**config.mk**
```make
export PLATFORM = sky130hd
export DESIGN_NAME = univ_ff_bank
export DESIGN_NICKNAME = d
export VERILOG_FILES = /design/src/rtl/univ_ff_pkg.sv /design/src/rtl/univ_ff_cell.sv /design/src/rtl/univ_ff_bank.sv
export SDC_FILE = /design/constraint.sdc
export NUM_CORES = 1
export LEC_CHECK = 0
export ABC_AREA = 1
export CORE_ASPECT_RATIO = 1.2
export CORE_MARGIN = 1
export CORE_UTILIZATION = 48
export CTS_CLUSTER_DIAMETER = 100
export DETAILED_ROUTE_END_ITERATION = 10
export GPL_TIMING_DRIVEN = 0
export PLACE_DENSITY = 0.81
export SETUP_SLACK_MARGIN = 0.5
export SLEW_MARGIN = 20
export SYNTH_ARGS = -nofsm -noshare
export SYNTH_HDL_FRONTEND = slang
export SYNTH_HIERARCHICAL = 1
export SYNTH_SLANG_ARGS = --single-unit
export TNS_END_PERCENT = 20
```
**constraint.sdc**
```tcl
create_clock -name clk_in -period 1.4 [get_ports clk_in]
set_input_delay 0.21 -clock clk_in [delete_from_list [all_inputs] [get_ports clk_in]]
set_output_delay 0.21 -clock clk_in [all_outputs]
set_load 0.1 [all_outputs]
```
**src/rtl/univ_ff_pkg.sv**
```systemverilog
// Shared definitions for the universal flip-flop bank.
//   ff_mode_t : 2-bit run-time mode selector
//   MODE_*    : D / T / JK / SR encodings
package univ_ff_pkg;

  typedef logic [1:0] ff_mode_t;

  localparam ff_mode_t MODE_D  = 2'b00;
  localparam ff_mode_t MODE_T  = 2'b01;
  localparam ff_mode_t MODE_JK = 2'b10;
  localparam ff_mode_t MODE_SR = 2'b11;

endpackage

```
**src/rtl/univ_ff_cell.sv**
```systemverilog
// One state bit of the universal flip-flop bank: next-state logic plus flop.
// Ports:
//   clk_in, rstn_in : rising-edge clock, async active-low reset (loads RST_VAL)
//   en_in           : clock enable
//   mode_in         : D / T / JK / SR select
//   a_in, b_in      : D/T/J/S and K/R operands
//   q_out           : registered bit
//   nxt_out         : next state this bit will take at the coming edge
//   ill_out         : SR mode with S=R=1 while enabled
module univ_ff_cell
  import univ_ff_pkg::*;
#(
  parameter logic RST_VAL = 1'b0
) (
  input  logic       clk_in,
  input  logic       rstn_in,
  input  logic       en_in,
  input  logic [1:0] mode_in,
  input  logic       a_in,
  input  logic       b_in,
  output logic       q_out,
  output logic       nxt_out,
  output logic       ill_out
);

  logic r_q;
  logic w_nxt;
  logic w_ill;

  always_comb begin
    w_nxt = r_q;
    w_ill = 1'b0;
    if (en_in) begin
      case (mode_in)
        MODE_D:  w_nxt = a_in;
        MODE_T:  w_nxt = r_q ^ a_in;
        MODE_JK: begin
          case ({a_in, b_in})
            2'b01:   w_nxt = 1'b0;
            2'b10:   w_nxt = 1'b1;
            2'b11:   w_nxt = ~r_q;
            default: w_nxt = r_q;
          endcase
        end
        MODE_SR: begin
          case ({a_in, b_in})
            2'b01:   w_nxt = 1'b0;
            2'b10:   w_nxt = 1'b1;
            2'b11:   w_ill = 1'b1; // illegal: bit holds, flag raised
            default: w_nxt = r_q;
          endcase
        end
        default: w_nxt = r_q;
      endcase
    end
  end

  always_ff @(posedge clk_in or negedge rstn_in) begin
    if (!rstn_in) r_q <= RST_VAL;
    else          r_q <= w_nxt;
  end

  assign q_out   = r_q;
  assign nxt_out = w_nxt;
  assign ill_out = w_ill;

endmodule

```
**src/rtl/univ_ff_bank.sv**
```systemverilog
// WIDTH-bit multi-mode (D/T/JK/SR) register bank with clock enable,
// true/complement outputs, a registered change pulse and a sticky
// illegal-SR error flag.
// Ports:
//   clk_in, rstn_in : rising-edge clock, async active-low reset
//   en_in           : clock enable
//   mode_in         : 00=D 01=T 10=JK 11=SR, shared by all bits
//   a_in, b_in      : per-bit operands
//   err_clr_in      : synchronous clear of err_out (a new error wins)
//   q_out, qbar_out : state and its complement
//   chg_out         : 1 for the cycle after an edge that changed q_out
//   err_out         : sticky S=R=1 flag
//   parity_out      : ^q_out, only when UNIV_FF_BANK_PARITY_EN is defined
module univ_ff_bank
  import univ_ff_pkg::*;
#(
  parameter int               WIDTH     = 8,
  parameter logic [WIDTH-1:0] RESET_VAL = {WIDTH{1'b0}}
) (
  input  logic             clk_in,
  input  logic             rstn_in,
  input  logic             en_in,
  input  logic [1:0]       mode_in,
  input  logic [WIDTH-1:0] a_in,
  input  logic [WIDTH-1:0] b_in,
  input  logic             err_clr_in,
  output logic [WIDTH-1:0] q_out,
  output logic [WIDTH-1:0] qbar_out,
  output logic             chg_out,
`ifdef UNIV_FF_BANK_PARITY_EN
  output logic             parity_out,
`endif
  output logic             err_out
);

  logic [WIDTH-1:0] w_q;
  logic [WIDTH-1:0] w_nxt;
  logic [WIDTH-1:0] w_ill;
  logic             r_chg;
  logic             r_err;

  for (genvar gi = 0; gi < WIDTH; gi++) begin : g_cell
    univ_ff_cell #(
      .RST_VAL (RESET_VAL[gi])
    ) u_cell (
      .clk_in  (clk_in),
      .rstn_in (rstn_in),
      .en_in   (en_in),
      .mode_in (mode_in),
      .a_in    (a_in[gi]),
      .b_in    (b_in[gi]),
      .q_out   (w_q[gi]),
      .nxt_out (w_nxt[gi]),
      .ill_out (w_ill[gi])
    );
  end

  // Disabled cells present nxt == q, so chg falls to 0 without an en term.
  always_ff @(posedge clk_in or negedge rstn_in) begin
    if (!rstn_in) begin
      r_chg <= 1'b0;
      r_err <= 1'b0;
    end else begin
      r_chg <= |(w_nxt ^ w_q);
      if (|w_ill)          r_err <= 1'b1;
      else if (err_clr_in) r_err <= 1'b0;
    end
  end

`ifdef UNIV_FF_BANK_PARITY_EN
  // Registered from the next state so it lines up with q_out.
  logic r_par;
  always_ff @(posedge clk_in or negedge rstn_in) begin
    if (!rstn_in) r_par <= ^RESET_VAL;
    else          r_par <= ^w_nxt;
  end
  assign parity_out = r_par;
`endif

  assign q_out    = w_q;
  assign qbar_out = ~w_q;
  assign chg_out  = r_chg;
  assign err_out  = r_err;

endmodule

```
==> run metrics, run 1 <==
Final Worst Setup Slack=-188 ps; DR WL/cell=13.3 um; CTS tree=done; vias=1,716; # H-tree levels=1; met3 GRT Util=4.20%; power density cells=1010 mW/mm2; Die Ht=61.1 um; Die ar.=0.00313 mm2; IO Count=40; placed cell count=314; status=finished, violations left; Die W=51.2 um; slew at the pin closest to its max-slew limit=458 ps; met2 Track Usage GR=45.7%; Critical Path RT=1550 ps; Syn Nets=279; endpoints failing hold=0; post-synthesis sequential area ratio=17.9%; # DRC=0; Synth Instances=241; Worst Path Max Fanout=2; Clock Path Buffers=2; Worst setup SP type=primary input; vias in the first global route=1,361; final setup fails=1; GR Overflow Total=0; Setup WS pre-CTS=-818 ps; critical path endpoint category=flip-flop; Routed WL=4.45 mm; Yosys cell types=13; vias per inst=5.15; largest net degree at the start of global routing=33; GRT met1 Usage=24.4%; reg-to-reg startpoint=g_cell[2].u_cell/q_out$_DFF_PN0_; final clock skew=3.06 ps; drt pass-1 iters=5; Layout area overhead=70.7%; grt peak-use layer=met2; post-synthesis cell area=0.00140 mm2; final net count=339; clk slew on worst S/H paths=70 ps; fin crit share=113%; clock sinks=10; crit path time final=1590 ps; total track usage=23.2%; starting DRC count in detailed routing=52; setup tns final=-188 ps; Worst Setup SP=b_in[2]; number of max-slew violations in the final report=0; Pleak=0.00119 uW; Routed Antenna Nets=0; share of post-route cells with drive strength above 1=40.8%; number of antenna violations at the first check in global routing=0; Syn Area/Cell=5.79 um2; ant diodes=0; placed inst area=0.00186 mm2; first-pass GRT wire length=5.49 mm; total CTS buffers=3; register bit total from synthesis=10; dpl hpwl=2.28 mm; Arr. time, crit path=1740 ps; core area=0.00279 mm2; Max Cap Viol=0; Worst Hold Class=primary input to async pin; final cell area excluding filler cells=0.00238 mm2; RSZ-0062 raised after global routing=true; failing checks=negative setup slack; most common cell after layout, fill and taps aside=nand2_1; I/O Buffers=39; Synth Warn #=6; IR drop worst, VDD=1040 uV; R2R cell count=10; Crit Path Class=primary input to flip-flop; most frequent cells in the layout=69 x nand2_1, 44 x nor2_1, 23 x inv_1; Final Wtd Congestion=0.747; Fmax achieved=630 MHz; row cnt=21; non-filler cells, final=333; clk_lat worst skew=260 ps; CTS Hold Buffers Added=0; Root Buffer=clkbuf_4; Fin Hold WS=260 ps; Max transition margin=69.3%; initial core utilization=50.1%
path summary, 6_finish.rpt:
path | end | slack, ps
worst max-delay path | chg_out$_DFF_PN0_ | -190
worst min-delay path | g_cell[6].u_cell/q_out$_DFF_PN0_ | 260
worst max register to register | chg_out$_DFF_PN0_ | -190
worst min register to register | g_cell[4].u_cell/q_out$_DFF_PN0_ | 650
max in group asynchronous | g_cell[0].u_cell/q_out$_DFF_PN0_ | 780
min in group clk_in | g_cell[4].u_cell/q_out$_DFF_PN0_ | 400
sequential cells by signal, indices dropped and copies added (netlist names):
name                 cells
chg_out                  1
g_cell.u_cell/q_out      8
err_out                  1
cells by family after synthesis:
group                      share of synthesized area (%)
DFF                                                 17.9
xor gates and xnor gates                            3.14
and+or+nand+nor                                     37.7
adders and majority gates                           14.3
AOI/OAI and AO/OA                                   15.1
buffers and inverters                               11.8
through the flow:
step	power, uW	util [%]
2_1_floorplan	1370	-
3_3_place_gp	1690	67.0
3_5_place_dp	1700	66.8
4_1_cts	2090	75.9
5_1_grt	2520	85.6
6_report	2400	85.6
worst max-delay path, cell delays in order:
cell	delay (ps)
clkdlybuf4s15_2	200
inv_1	110
ha_4	210
nor2_1	100
nor2_1	50
a21oi_1	170
nand2_1	100
nand2_1	90
nand2_2	80
xnor2_2	120
nand2_1	90
nor2_1	130
nand2_1	60
area by class of cell:
type	instances	area, um2
flip-flops and latches	10	280
multi-input cells	187	1160
clock buffers	3	22.5
well taps	34	42.5
fillers	180	402
repair buffers	55	691
inverters	44	183
Yosys cell counts:
| cell type | count | area (um2) |
|---|---|---|
| inv_1 | 41 | 154 |
| nand2_2 | 8 | 50.1 |
| nor2_1 | 46 | 173 |
| xnor2_1 | 5 | 43.8 |
| inv_2 | 3 | 11.3 |
| o21a_1 | 8 | 60.1 |
| nand4_1 | 1 | 6.26 |
| o21ai_2 | 8 | 70.1 |
| a21oi_1 | 16 | 80.1 |
| nand2_1 | 78 | 293 |
| nor3_1 | 1 | 5.00 |
| ha_1 | 16 | 200 |
| dfrtp_1 | 10 | 250 |
metal layers:
| layer | share of wire [%] | vias to the layer above | routed length [um] |
|---|---|---|---|
| li1 | - | 841 | - |
| met3 | 4.3 | 14 | 191 |
| met2 | 55 | 60 | 2420 |
| met5 | 0 | - | 0 |
| met1 | 39 | 801 | 1720 |
| met4 | 2.4 | 0 | 106 |
what timing repair did:
| item | 4_1_cts | 5_1_grt |
|---|---|---|
| endpoints found under the hold margin | 0 | 0 |
| pin swaps | 34 | 32 |
| setup buffers | 2 | 14 |
| gates resized for setup | 213 | 48 |
| endpoints found under the setup margin | 28 | 28 |
power by group:
group,switching (uW),internal (uW)
Sequential,78.1,355
Clock,99.0,99.3
Combinational,1090,684
Total,1260,1140
Note: power is estimated with default switching activity, not from simulation.
==> run 2: changes to the inputs <==
--- a/config.mk
+++ b/config.mk
@@ -14,7 +14,7 @@
 export GPL_TIMING_DRIVEN = 0
 export PLACE_DENSITY = 0.81
 export SETUP_SLACK_MARGIN = 0.5
-export SLEW_MARGIN = 20
+export SLEW_MARGIN = 10
 export SYNTH_ARGS = -nofsm -noshare
 export SYNTH_HDL_FRONTEND = slang
 export SYNTH_HIERARCHICAL = 1
==> run metrics, run 2 (same netlist as run 1, synthesis figures left out) <==
final clock skew=6.02 ps (+2.97 ps); # DRC=0 (unchanged); Root Buffer=clkbuf_4; clk slew on worst S/H paths=70 ps (about the same); slew at the pin closest to its max-slew limit=465 ps (+6.74 ps); Bufs and invs on worst path=2 (unchanged); setup tns final=-267 ps (-79.2 ps); critical path endpoint category=flip-flop; total track usage=23.8% (+0.68 points); vias in the first global route=1,386 (+1.8%); Worst Path Max Fanout=2 (unchanged); endpoints failing hold=0 (unchanged); core area=0.00279 mm2 (unchanged); Pleak=0.00120 uW (+0.62%); Die Ht=61.1 um (unchanged); number of antenna violations at the first check in global routing=0 (unchanged); family with the most delay on the worst path=simple AND/OR/NAND/NOR gates; Die W=51.2 um (unchanged); drt pass-1 iters=6 (+1); Worst Hold Class=primary input to async pin; I/O Buffers=39 (unchanged); Max Cap Viol=0 (unchanged); failing checks=negative setup slack; clk_lat worst skew=270 ps (about the same); CTS tree=done; Fill cells=172 (-4.4%); Crit Path Class=primary input to flip-flop; most common cell after layout, fill and taps aside=nand2_1; Clock Path Buffers=2 (unchanged); slowest CP cell=dlygate4sd2_1; Fmax achieved=649 MHz (+3.0%); critical path, cell by cell=dlygate4sd2_1, inv_2, ha_4, nor2_1, nor2_1, a21oi_1, nand2_1, nand2_1, nand2_1, xnor2_1, nand2_1, nor2_2, nand2_1; clock sinks=10 (unchanged); Arr. time, crit path=1690 ps (-50 ps); total CTS buffers=3 (unchanged); status=finished, violations left; Fin Hold WS=261 ps (+0.543 ps); ant diodes=0 (unchanged); Setup WS pre-CTS=-1220 ps (-397 ps); IR drop worst, VDD=989 uV (-4.9%); Critical Path RT=1550 ps (about the same); Final Wtd Congestion=0.747 (unchanged); vias=1,764 (+2.8%); power after layout=2390 uW (-0.25%); GR Overflow Total=0 (unchanged); Crit path top cell by count=nand2_1; final setup fails=3 (+2); vias per inst=5.25 (+1.9%); DR WL/cell=14.1 um (+5.9%); fin crit share=110% (-3.3 points); Crit path largest cell delay=260 ps (+50 ps); Layout area overhead=70.0%; row cnt=21 (unchanged); power density cells=1010 mW/mm2 (+0.17%); first-pass GRT wire length=5.59 mm (+1.9%); Routed Antenna Nets=0 (unchanged); share of post-route cells with drive strength above 1=41.4% (+0.59 points); Die ar.=0.00313 mm2 (unchanged); number of max-slew violations in the final report=0 (unchanged); Final Worst Setup Slack=-142 ps (+45.9 ps); RSZ-0062 raised after global routing=true; starting DRC count in detailed routing=41 (-21%); most frequent cells in the layout=68 x nand2_1, 44 x nor2_1, 23 x inv_1; Max transition margin=68.9% (-0.45 points); largest net degree at the start of global routing=33 (unchanged); crit path time final=1540 ps (-45.9 ps); Worst setup SP type=primary input; Layout Utilization=85.2% (-0.36 points); Routed WL=4.75 mm (+6.8%); IO Count=40 (unchanged); initial core utilization=50.1% (unchanged); final net count=342 (+0.88%); dpl hpwl=2.28 mm (about the same); # H-tree levels=1 (unchanged); Largest register FFs=8 (unchanged)
[run 2: cell type report]
cell class | count | area, um2 | share of cell area, %
Inverter | 44 | 178 | 7.49
Sequential cell | 10 | 280 | 11.8
Timing Repair Buffer | 58 | 694 | 29.3
Clock buffer | 3 | 22.5 | 0.949
Tap cell | 34 | 42.5 | 1.79
Multi-Input combinational cell | 187 | 1160 | 48.7
[run 2: report_power, final]
part / leakage, uW / switching (uW) / internal, uW
combinational: 0.00107 / 1080 / 682
clock: 0.0000138 / 96.9 / 99.2
sequential: 0.000109 / 85.5 / 355
[run 2: metal layers]
metal	wire length (um)	GRT usage, %	vias to the layer above
li1	-	-	854
met2	2530	47.7	94
met5	0	0	-
met1	1750	25.2	798
met4	175	9.27	0
met3	290	3.21	18
[run 2: stage by stage]
stage	area, um2	std cells
after floorplan	1430	241
after global placement	1870	314
after detailed placement	1870	314
after CTS	2190	323
after global routing	2370	336
final	2370	336
[run 2: final timing paths]
kind / start / to / slack, ps / depth (start not counted)
hold / removal: rstn_in / g_cell[6].u_cell/q_out$_DFF_PN0_ / 260 / 1
setup / recovery: b_in[2] / chg_out$_DFF_PN0_ / -140 / 13
max in group asynchronous: rstn_in / g_cell[5].u_cell/q_out$_DFF_PN0_ / 780 / 1
min in group clk_in: a_in[5] / g_cell[5].u_cell/q_out$_DFF_PN0_ / 390 / 5
hold reg to reg: g_cell[6].u_cell/q_out$_DFF_PN0_ / g_cell[6].u_cell/q_out$_DFF_PN0_ / 670 / 2
setup reg to reg: g_cell[2].u_cell/q_out$_DFF_PN0_ / chg_out$_DFF_PN0_ / -130 / 10
[run 2: timing repair]
item	in CTS	in global routing
hold buffers	0	0
pin swaps	33	30
setup buffers	6	13
endpoints found under the setup margin	28	28
gates resized for setup	223	37
